File: src/rtl/dmem_arbiter.sv
// Shares the single-port data memory between the MEM stage and a host port.
// Round-robin grant with a host lock for bursts; read data returns one cycle after grant.
module dmem_arbiter #(
    parameter int unsigned ADDR_W = 64,
    parameter int unsigned DATA_W = 64
) (
    input  logic              clk,
    input  logic              arst_n,
    input  logic              cpu_ren,
    input  logic              cpu_wen,
    input  logic [ADDR_W-1:0] cpu_addr,
    input  logic [DATA_W-1:0] cpu_wdata,
    output logic              cpu_stall,
    output logic              cpu_rvalid,
    output logic [DATA_W-1:0] cpu_rdata,
    input  logic              host_req,
    input  logic              host_we,
    input  logic              host_lock,
    input  logic [ADDR_W-1:0] host_addr,
    input  logic [DATA_W-1:0] host_wdata,
    output logic              host_gnt,
    output logic              host_rvalid,
    output logic [DATA_W-1:0] host_rdata,
    output logic              mem_ren,
    output logic              mem_wen,
    output logic [ADDR_W-1:0] mem_addr,
    output logic [DATA_W-1:0] mem_wdata,
    input  logic [DATA_W-1:0] mem_rdata
);

    typedef enum logic {
        OWN_CPU  = 1'b0,
        OWN_HOST = 1'b1
    } owner_t;

    owner_t last_win;
    owner_t rd_owner;
    logic   lock_q;
    logic   rd_pend;

    logic   cpu_act;
    logic   host_act;
    logic   cpu_win;
    logic   host_win;

    // Grant decision and memory port steering
    always_comb begin
        cpu_act   = cpu_ren | cpu_wen;
        host_act  = host_req;
        host_win  = 1'b0;
        cpu_win   = 1'b0;
        mem_ren   = 1'b0;
        mem_wen   = 1'b0;
        mem_addr  = '0;
        mem_wdata = '0;

        host_win = host_act & (~cpu_act | lock_q | (last_win == OWN_CPU));
        cpu_win  = cpu_act & ~host_win;

        if (host_win) begin
            mem_ren   = ~host_we;
            mem_wen   = host_we;
            mem_addr  = host_addr;
            mem_wdata = host_wdata;
        end else if (cpu_win) begin
            // a simultaneous read+write request is a write
            mem_ren   = cpu_ren & ~cpu_wen;
            mem_wen   = cpu_wen;
            mem_addr  = cpu_addr;
            mem_wdata = cpu_wdata;
        end

        cpu_stall = cpu_act & ~cpu_win;
        host_gnt  = host_win;
    end

    // Arbitration history and read-return tracking
    always_ff @(posedge clk or negedge arst_n) begin
        if (!arst_n) begin
            last_win <= OWN_HOST;
            lock_q   <= 1'b0;
            rd_pend  <= 1'b0;
            rd_owner <= OWN_CPU;
        end else begin
            if (host_win) begin
                last_win <= OWN_HOST;
            end else if (cpu_win) begin
                last_win <= OWN_CPU;
            end
            lock_q   <= host_lock & host_win;
            rd_pend  <= mem_ren;
            rd_owner <= host_win ? OWN_HOST : OWN_CPU;
        end
    end

    assign cpu_rvalid  = rd_pend & (rd_owner == OWN_CPU);
    assign host_rvalid = rd_pend & (rd_owner == OWN_HOST);
    assign cpu_rdata   = mem_rdata;
    assign host_rdata  = mem_rdata;

endmodule

File: config.mk
export PLATFORM = sky130hd
export DESIGN_NAME = dmem_arbiter
export DESIGN_NICKNAME = d
export VERILOG_FILES = /design/src/rtl/dmem_arbiter.sv
export SDC_FILE = /design/constraint.sdc
export NUM_CORES = 1
export LEC_CHECK = 0
export BUFFER_PORTS_ARGS = -buffer_cell sky130_fd_sc_hd__buf_4
export CORE_AREA = 4 4 227 229
export DETAILED_ROUTE_END_ITERATION = 6
export DIE_AREA = 0 0 231 233
export PLACE_DENSITY = 0.3
export SYNTH_ARGS = -nofsm -noshare
export SYNTH_HDL_FRONTEND = slang
export SYNTH_SLANG_ARGS = --single-unit
File: constraint.sdc
create_clock -name clk -period 2.95 [get_ports clk]
set_input_delay 0.59 -clock clk [delete_from_list [all_inputs] [get_ports clk]]
set_output_delay 0.59 -clock clk [all_outputs]
set_load 0.1 [all_outputs]
# Word level (Yosys, flattened, before mapping)
# Cells that the tools add are included.
# classes
n_mux	11
n_bitwise	17
n_reduce_logical	1
# op_table
op	n
2-to-1 mux 64 bit	4
AND 1 bit	7
2-to-1 mux 1 bit	7
inverter 1 bit	7
OR 1 bit	3
nonzero test 2 bit	1
# totals
regBits	4
output_inout_bits	262

# Depth between registers and ports, before layout
# logic_depth
depth_word	9
mapped_depth	5
mapped_depth_nobuf	3

# Worst setup path before layout
# No wires, ideal clock.
# synth_path
path_kind	input to output
from	input cpu_wen
to	output cpu_stall
arrival_ps	2710
t_required_ps	2360
path_slack_ps	-350
stages	2
path_cell_list	nor2_1 nor3_1
# synth_via
elab_chain_len	9
# synth_rtl
item	line_no	rtl
start, declared	10	input logic cpu_wen,
OR 1 bit *	48	cpu_act = cpu_ren | cpu_wen;
inverter 1 bit	57	host_win = host_act & (~cpu_act | lock_q | (last_win == OWN_CPU));
OR 1 bit (2 in series)	57	
AND 1 bit	57	
inverter 1 bit	58	cpu_win = cpu_act & ~host_win;
AND 1 bit	58	
inverter 1 bit	73	cpu_stall = cpu_act & ~cpu_win;
AND 1 bit *	73	
end, declared	13	output logic cpu_stall,
# Every way passes the cells marked *; elsewhere a longest branch is shown, timed or not.

# Worst setup path in the final report
# layout_path
from	input cpu_wen
to	output mem_wdata[17]
# layout_via
elab_chain_len	9
# layout_rtl
item	line_no	rtl
OR 1 bit *	48	
inverter 1 bit	57	
OR 1 bit (2 in series)	57	
AND 1 bit	57	
inverter 1 bit	58	
AND 1 bit	58	
2-to-1 mux 64 bit	65	end else if (cpu_win) begin
2-to-1 mux 64 bit *	60	if (host_win) begin
end, declared	27	output logic [DATA_W-1:0] mem_wdata,
# Marked as above.

==> flow_summary.yaml <==
floorplan:
  rows: 82
  die_x_um: 231
  io_pins: 589
  coreArea_um2: 49660
  die_h_um: 233
  dieArea_um2: 53820
  initial_utilization_pct: 5.027
power:
  switching_power_uw: 1931
  power.total_uw: 2854
  p_seq_share_pct: 2.2
  p_int_uw: 923.2
  p_sw_share_pct: 67.65
  p_clk_share_pct: 7.8
  power_leakage_uw: 0.002727
  p_per_area_nw_per_um2: 519.5
  comb_power_share_pct: 90.0
  ir_drop_uv: 224.5
clock_network:
  cts.sinks: 4
  clockRootBuffer: "clkbuf_16"
  cts_setup_buffers: 0
  postCtsHoldBufs: 0
  tritoncts: "built"
  ctsLongestPathBuffers: 2
  clock_latency_ns: 0.23
  numCtsBuffers: 3
  cts_max_level: 1
  clk_pin_slew_worst_paths_ns: 0.03
synthesis:
  ys_seq_area_share_pct: 4.060
  netlist_instances: 306
  synth-seq-cells: 4
  yosys_warnings: 0
  synth_area_um2: 2496
  avgSynthCellArea_um2: 8.157
  syn-num-nets: 633
  synth_cell_type_count: 19
route:
  drtIter0Drc: 91
  drc_errors: 0
  dr.pass1.iters: 4
  wl_per_cell_um: 14.10
  postRouteAntennaNets: 0
  wl_um: 17570
  routed-via-count: 3484
  via_per_inst: 2.796
global_routing:
  grt_overflow_total: 0
  grt_pass1_vias: 3512
  antenna_found_initial: 1
  grt_util_all_layers_pct: 5.721
  grt_max_degree: 62
  grt_pass1_wl_um: 23170
placement:
  gp_congestion: 0.7368
  numPortBuffers: 396
  dp_hpwl_um: 15700
  place_area_um2: 5409
flow_run:
  cap_violations: 0
sta:
  hold_violations: 0
  fin_skew_ns: 0.002986
  finalMaxSlewViolations: 0
  rsz0062_at_grt: "no"
  finalCriticalPeriod_ns: 2.799
  fmax_mhz: 357.3
  min_period_over_period_pct: 94.87
  tightest_slew_ns: 0.4671
  setup_viol: 0
  relSlewSlack_pct: 68.86
critical_path:
  crit_arrival_ns: 2.21
  cp-end-kind: "primary output"
  crit_type: "in -> out"
  path_max_fanout: 22
  worstSetupStartpointType: "input pin"
  required_ns: 2.36
min_path:
  min_path_type: "in -> async"
final_layout:
  fillers: 5841
  areaGrowthSynthToFinish_pct: 120.1
  stdcell_area_um2: 5494
  nNetsFinal: 901
  drive_gt1_share_pct: 74.52
  final_cell_mix: "buf_4, a22o_1, buf_12"
  final_common_cell: "buf_4"
status:
  outcome: "finished clean"
[power by group through the flow]
stage / Combinational (uW) / Sequential (uW) / Clock, uW
after floorplan: 2680 / 63.8 / 0
after global placement: 2600 / 64.8 / 0
after detailed placement: 2590 / 64.8 / 0
after CTS: 2590 / 64.2 / 227
after global routing: 2650 / 64.8 / 231
final: 2570 / 64.1 / 221
[metal layers]
| layer | global-route usage [%] | up-vias | wire length, um |
|---|---|---|---|
| li1 | - | 1565 | - |
| met1 | 5.506 | 1537 | 5471 |
| met2 | 10.03 | 321 | 8730 |
| met3 | 2.926 | 61 | 2554 |
| met4 | 2.969 | 0 | 817 |
| met5 | 0 | - | 0 |
[area by class of cell]
| type | instances | area, um2 | share of cell area, % |
|---|---|---|---|
| multi-input cells | 144 | 1239 | 22.55 |
| repair buffers | 419 | 3224 | 58.69 |
| clock buffers | 4 | 78.83 | 1.435 |
| inverters | 2 | 7.507 | 0.1366 |
| flip-flops and latches | 4 | 101.3 | 1.845 |
| diodes | 1 | 2.502 | 0.04555 |
| well taps | 672 | 840.8 | 15.30 |
[worst paths after layout]
| kind | from | endpoint | slack, ns | cells past startpoint |
|---|---|---|---|---|
| worst max-delay path | cpu_wen | mem_wdata[17] | 0.15 | 7 |
| worst min-delay path | arst_n | lock_q | 0.15 | 1 |
| worst max register to register | last_win | lock_q | 1.55 | 4 |
| worst min register to register | last_win | last_win | 0.51 | 2 |
| max in group asynchronous | arst_n | last_win | 2.61 | 1 |
| min in group clk | last_win | last_win | 0.51 | 2 |
[cell usage after synthesis]
master,instances,area [um2]
a22o_1,128,1121
a31o_2,1,8.760
a21oi_2,1,8.760
nand2b_1,1,6.260
a32o_1,1,10.01
nor2b_1,2,12.51
buf_2,16,80.08
and2_1,2,12.51
inv_1,2,7.510
buf_6,11,123.9
buf_4,128,960.9
a211oi_1,1,7.510
dfrtp_1,3,75.07
nor2_1,3,11.26
nor3_1,1,5.000
nand2_1,2,7.510
clkbuf_1,1,3.750
dfstp_2,1,26.28
o21a_1,1,7.510
[metrics by stage]
step           hold slack [ns]  utilization, %  setup WS (ns)  std cells  setup TNS, ns
6_report                0.1502           11.06         0.1514       1246              0
3_5_place_dp            0.3892           10.89         0.1214       1241              0
3_3_place_gp            0.3901           10.89        0.09158       1241              0
2_1_floorplan           0.2944               -       -0.02288        306        -0.1831
5_1_grt                 0.1539           11.06        0.08608       1246              0
4_1_cts                 0.1470           11.05        0.03918       1245              0
[sequential cells by signal, indices dropped and copies added, names as in the netlist]
name and flops:
rd_pend 1, lock_q 1, last_win 1, rd_owner 1
[logic make-up after synthesis]
logic type	count (synthesis)	share of synthesized area (%)
AND/OR/NAND/NOR	11	2.205
flip-flops	4	4.060
AO/OA/AOI/OAI	133	46.62
buffers and inverters	158	47.12
[timing repair]
| action | CTS | global route |
|---|---|---|
| endpoints found under the setup margin | 0 | 49 |
| endpoints found under the hold margin | 0 | 0 |
| gates resized for setup | 0 | 1 |
[critical path, cell delays in order]
cell and delay (ns):
buf_4 0.12, nor2_1 0.32, o21a_4 0.29, buf_12 0.18, buf_12 0.18, a22o_1 0.19
buf_4 0.30
Power figures use the tool's default switching activity.
